[config.mk]
export PLATFORM = sky130hd
export DESIGN_NAME = hazard_ctrl
export DESIGN_NICKNAME = d
export VERILOG_FILES = /design/src/rtl/rv_pipe_pkg.sv /design/src/rtl/sat_counter.sv /design/src/rtl/hazard_ctrl.sv
export SDC_FILE = /design/constraint.sdc
export NUM_CORES = 1
export LEC_CHECK = 0
export BUFFER_PORTS_ARGS = -buffer_cell sky130_fd_sc_hd__buf_4
export CORE_MARGIN = 1.5
export CORE_UTILIZATION = 55
export CTS_BUF_LIST = sky130_fd_sc_hd__clkbuf_8
export DETAILED_ROUTE_END_ITERATION = 16
export PLACE_DENSITY = 0.83
export SLEW_MARGIN = 20
export SYNTH_ARGS = -nofsm -noshare
export SYNTH_HDL_FRONTEND = slang
export SYNTH_HIERARCHICAL = 1
export SYNTH_SLANG_ARGS = --single-unit
[constraint.sdc]
create_clock -name clk -period 3.4 [get_ports clk]
set_input_delay 0 -clock clk [delete_from_list [all_inputs] [get_ports clk]]
set_output_delay 0 -clock clk [all_outputs]
set_load 0.005 [all_outputs]
[src/rtl/rv_pipe_pkg.sv]
// Shared encodings for the 5-stage RISC-V pipeline control: forward selects,
// result/PC select codes and the hazard sequencer state enumeration.
package rv_pipe_pkg;

   localparam logic [1:0] FWD_RF  = 2'b00;
   localparam logic [1:0] FWD_WB  = 2'b01;
   localparam logic [1:0] FWD_MEM = 2'b10;

   localparam logic [1:0] RESULT_LOAD = 2'b01;
   localparam logic [1:0] PC_SEQ      = 2'b00;

   typedef enum logic [1:0] {
      ST_RUN      = 2'b00,
      ST_MEM_WAIT = 2'b01,
      ST_ERR      = 2'b10
   } hz_state_e;

endpackage

[src/rtl/sat_counter.sv]
// Saturating up-counter with synchronous clear (clear wins over increment).
// Result visible one cycle after the qualifying cycle; never back-pressures.
module sat_counter #(
   parameter int W = 32
) (
   input  logic         clk,
   input  logic         rst,
   input  logic         clr_i,
   input  logic         inc_i,
   output logic [W-1:0] cnt_o
);

   logic [W-1:0] cnt_q, cnt_d;

   always_comb begin
      cnt_d = cnt_q;
      if (clr_i)
         cnt_d = '0;
      else if (inc_i && (cnt_q != '1))
         cnt_d = cnt_q + 1'b1;
   end

   always_ff @(posedge clk or posedge rst) begin
      if (rst)
         cnt_q <= '0;
      else
         cnt_q <= cnt_d;
   end

   assign cnt_o = cnt_q;

endmodule

[src/rtl/hazard_ctrl.sv]
// Pipeline hazard sequencer: forwarding, load-use stall, redirect flush and a
// memory-wait freeze with watchdog; controls are combinational, state registered.
module hazard_ctrl
   import rv_pipe_pkg::*;
#(
   parameter int CNT_W   = 32,
   parameter int TIMEOUT = 16
) (
   input  logic             clk,
   input  logic             rst,
   input  logic [4:0]       Rs1D,
   input  logic [4:0]       Rs2D,
   input  logic [4:0]       Rs1E,
   input  logic [4:0]       Rs2E,
   input  logic [4:0]       RdE,
   input  logic [4:0]       RdM,
   input  logic [4:0]       RdW,
   input  logic             RegWriteM,
   input  logic             RegWriteW,
   input  logic [1:0]       ResultSrcE,
   input  logic [1:0]       PCSrcE,
   input  logic             MemReqM,
   input  logic             MemReadyM,
   input  logic             cnt_clr,
   output logic             StallF,
   output logic             StallD,
   output logic             StallE,
   output logic             StallM,
   output logic             FlushD,
   output logic             FlushE,
   output logic             FlushW,
   output logic [1:0]       ForwardAE,
   output logic [1:0]       ForwardBE,
   output logic             mem_err,
   output logic [CNT_W-1:0] stall_cnt,
   output logic [CNT_W-1:0] flush_cnt
);

   localparam logic [7:0] TMO = 8'(TIMEOUT);

   hz_state_e  state_q;
   logic [7:0] wait_q;
   logic       mem_err_q;

   logic lw_stall, redirect, mem_hold, freeze;

   assign lw_stall = (ResultSrcE == RESULT_LOAD) && (RdE != 5'd0) &&
                     ((RdE == Rs1D) || (RdE == Rs2D));
   assign redirect = (PCSrcE != PC_SEQ);
   assign mem_hold = MemReqM && !MemReadyM;
   assign freeze   = mem_hold || (state_q == ST_ERR);

   always_ff @(posedge clk or posedge rst) begin
      if (rst) begin
         state_q   <= ST_RUN;
         wait_q    <= 8'd0;
         mem_err_q <= 1'b0;
      end else begin
         case (state_q)
            ST_RUN: begin
               if (mem_hold) begin
                  state_q <= ST_MEM_WAIT;
                  wait_q  <= 8'd1;
               end
            end
            ST_MEM_WAIT: begin
               if (!mem_hold) begin
                  state_q <= ST_RUN;
                  wait_q  <= 8'd0;
               end else if (wait_q == TMO) begin
                  state_q   <= ST_ERR;
                  mem_err_q <= 1'b1;
               end else begin
                  wait_q <= wait_q + 8'd1;
               end
            end
            ST_ERR: begin
               state_q <= ST_ERR;
            end
            default: begin
               state_q <= ST_RUN;
            end
         endcase
      end
   end

   // M has priority over W; x0 is hardwired and never forwarded.
   always_comb begin
      ForwardAE = FWD_RF;
      ForwardBE = FWD_RF;
      if (!rst) begin
         if (RegWriteM && (RdM != 5'd0) && (RdM == Rs1E))
            ForwardAE = FWD_MEM;
         else if (RegWriteW && (RdW != 5'd0) && (RdW == Rs1E))
            ForwardAE = FWD_WB;
         if (RegWriteM && (RdM != 5'd0) && (RdM == Rs2E))
            ForwardBE = FWD_MEM;
         else if (RegWriteW && (RdW != 5'd0) && (RdW == Rs2E))
            ForwardBE = FWD_WB;
      end
   end

   // While frozen, D/E flushes are held back so a pending redirect or
   // load-use bubble is re-evaluated on the release cycle instead of lost.
   always_comb begin
      StallF = 1'b0;
      StallD = 1'b0;
      StallE = 1'b0;
      StallM = 1'b0;
      FlushD = 1'b0;
      FlushE = 1'b0;
      FlushW = 1'b0;
      if (!rst) begin
         if (freeze) begin
            StallF = 1'b1;
            StallD = 1'b1;
            StallE = 1'b1;
            StallM = 1'b1;
            FlushW = 1'b1;
         end else begin
            StallF = lw_stall;
            StallD = lw_stall;
            FlushE = lw_stall || redirect;
            FlushD = redirect;
         end
      end
   end

   assign mem_err = mem_err_q;

   sat_counter #(.W(CNT_W)) u_stall_cnt (
      .clk   (clk),
      .rst   (rst),
      .clr_i (cnt_clr),
      .inc_i (StallF),
      .cnt_o (stall_cnt)
   );

   sat_counter #(.W(CNT_W)) u_flush_cnt (
      .clk   (clk),
      .rst   (rst),
      .clr_i (cnt_clr),
      .inc_i (FlushD),
      .cnt_o (flush_cnt)
   );

endmodule

==> qor.txt <==
clk_lat worst skew -> 0.36 ns
Worst EP arrival -> 3.23 ns
leakage power -> 2.50 nW
crit path kind -> register to register
Fill cells -> 648
Root Buffer -> clkbuf_8
Final #Nets -> 678
ant diodes -> 0
Hold Fails Final Rpt -> 0
share of cells above drive strength 1 -> 0.253
core area -> 8130 um^2
Crit Path Max Fanout -> 15
syn avg cell area -> 9.13 um^2
outcome -> finished clean
Crit path required time -> 3.66 ns
pin count of the biggest net entering global routing -> 65
Layout area overhead -> 27.7%
Async SR Flop Fraction -> 1.00
CTS resizes -> 0
first-pass GRT wire length -> 19300 um
vias per cell -> 6.13
register area -> 1880 um^2
WL final -> 11800 um
Clock Tree Buf Depth -> 2
Post-DRT Antenna Nets -> 0
Post-CTS Setup Inserts -> 0
initial antenna violation count -> 0
setup slack, reg-to-reg -> 0.43 ns
fin crit period -> 2.97 ns
Fin Hold WS -> 0.134 ns
Seq cells post-synth -> 75
PD cells -> 331 nW/um^2
Post-synth EDFFs -> 0
sequential area share after synthesis -> 0.409
Fin Setup TNS -> 0 ns
via count -> 4523
Cell variety after synth -> 52
Post-Syn Instances -> 503
final worst path period share -> 0.872
Worst setup EP type -> register
final setup violation count -> 0
detailed-placement wirelength estimate -> 8420 um
Max Clock Freq -> 337 MHz
CTS tree -> yes
clk sinks -> 75
Post-Synthesis Net Count -> 553
dominant synthesized flop cell -> dfrtp_1
full die area -> 8900 um^2
Slew Viols, Final -> 0
Chip Width -> 94.4 um
residual DRC count -> 0
area of the multi-input gates -> 2530 um^2
H-tree Lvls -> 3
Clock Skew -> 0.0211 ns
synth warn -> 6
Initial Util -> 0.564
Die Ht -> 94.4 um
Num CTS Buffers -> 9
# rows -> 33
max cap viols -> 0
relative slew slack -> 0.480
startpoint class of the critical path -> register
clock-pin slew on the worst setup and hold paths -> 0.09 ns
GRT overflow -> 0
Top Ports -> 122
Final Wtd Congestion -> 0.901
gr usage total -> 0.271
synthesized cell area -> 4590 um^2
drt first-iter violations -> 199
Port Buf Inserts -> 121
DRT Pass-1 Iters -> 4
routed len/inst -> 16.0 um
RSZ-0062 raised after global routing -> false
worst min path class -> input port to register
peak supply drop -> 0.235 mV
vias in the first global route -> 4144
Slew @ Worst Pin -> 0.773 ns
area by class of cell:
cell class,instances,share of cell area
multi-input combinational,388,0.431
sequential,75,0.320
timing repair buffer,133,0.172
tap,105,0.0224
clock buffer,9,0.0211
clock inverter,7,0.0199
inverter,21,0.0134
state kept, by name, summed over array words and instances, names as in the netlist:
signal,cells
mem_err,1
state_q,2
u_flush_cnt/cnt_o,32
u_stall_cnt/cnt_o,32
wait_q,8
through the flow:
step,total power [mW],setup slack [ns],cells,util,instance area [um^2]
finish,1.94,0.434,738,0.721,5860
global placement,1.12,0.738,719,0.687,5590
detailed placement,1.12,0.575,719,0.687,5590
floorplan,1.03,0.846,503,-,4590
global route,2.00,0.234,738,0.721,5860
CTS,1.95,0.498,738,0.721,5860
worst paths after layout:
| kind | start | to | cells after the start |
|---|---|---|---|
| worst min register to register | mem_err$_DFFE_PP0P_ | mem_err$_DFFE_PP0P_ | 1 |
| max in group asynchronous | rst | u_flush_cnt/cnt_o[4]$_DFFE_PP0P_ | 4 |
| worst max-delay path | state_q[0]$_DFFE_PP0P_ | u_flush_cnt/cnt_o[29]$_DFFE_PP0P_ | 9 |
| min in group asynchronous | rst | u_flush_cnt/cnt_o[8]$_DFFE_PP0P_ | 3 |
| worst min-delay path | MemReadyM | wait_q[4]$_DFFE_PP0P_ | 5 |
| worst max register to register | state_q[0]$_DFFE_PP0P_ | u_flush_cnt/cnt_o[29]$_DFFE_PP0P_ | 9 |
power breakdown:
part	internal, mW	switching, mW	total (mW)
clock	0.488	0.342	0.829
combinational	0.0935	0.104	0.197
sequential	0.900	0.0117	0.912
total	1.48	0.457	1.94
synth_stat cells, types with 3 or more instances:
cell type  count  area [um^2]
and3_1         7         43.8
o31ai_1       32          240
nor4_1         8         50.1
xnor2_1       18          158
clkbuf_1       9         33.8
nand4_1       12         75.1
mux2i_1        3         30.0
nor2_1        21         78.8
ha_1           4         50.1
o21ai_0       26          130
o211ai_1       3         22.5
a21oi_1       59          295
or4_1         34          255
inv_1         21         78.8
nor3_1         7         35.0
buf_4          4         30.0
dfrtp_1       75         1880
and2_1         3         18.8
or3_1         24          150
and4_1         8         70.1
nand3_1       25          125
o211a_1        3         30.0
nor2b_1        3         18.8
nand2_1       29          109
buf_2          4         20.0
xor2_1        21          184
layout by cell type, fill, tap and decap left out, drive strengths merged, types with 4 or more instances in the layout:
| cell | instances |
|---|---|
| a21oi | 59 |
| and3 | 7 |
| and4 | 8 |
| buf | 130 |
| clkbuf | 9 |
| dfrtp | 75 |
| ha | 4 |
| inv | 23 |
| nand2 | 29 |
| nand3 | 25 |
| nand4 | 14 |
| nor2 | 21 |
| nor3 | 8 |
| nor4 | 9 |
| o21ai | 28 |
| o311ai | 4 |
| o31ai | 32 |
| o41ai | 4 |
| or3 | 26 |
| or4 | 36 |
| xnor2 | 18 |
| xor2 | 21 |
critical path, stage by stage, from the launching register on:
cell,delay (ns)
dfrtp_1,0.52
inv_1,0.15
a21oi_1,0.24
o211a_1,0.31
nand4_1,0.26
nor3_1,0.32
o311ai_1,0.16
buf_4,0.21
or4_1,0.49
a21oi_1,0.21
routing by layer:
metal,routed length [um],share of wire,GRT usage,vias to the layer above
li1,-,-,-,2184
met1,5100,0.43,0.344,2185
met2,5930,0.50,0.473,139
met3,605,0.051,0.0419,15
met4,170,0.014,0.0871,0
met5,0,0,0,-
kinds of logic (layout without fill, tap and decap cells):
family                     after synthesis  in the layout  synth area share
and+or+nand+nor                        192            192             0.249
AOI/OAI and AO/OA                      150            150             0.210
DFF                                     75             75             0.409
buffers and inverters                   40            170            0.0403
xor gates and xnor gates                39             39            0.0744
adders and majority gates                4              4            0.0109
muxes                                    3              3           0.00654
repair_timing:
action                                 in CTS  in global routing
setup endpoints to repair                   0                  0
hold buffers                                3                  0
endpoints found under the hold margin      48                  0
(Power assumes the default switching activity.)
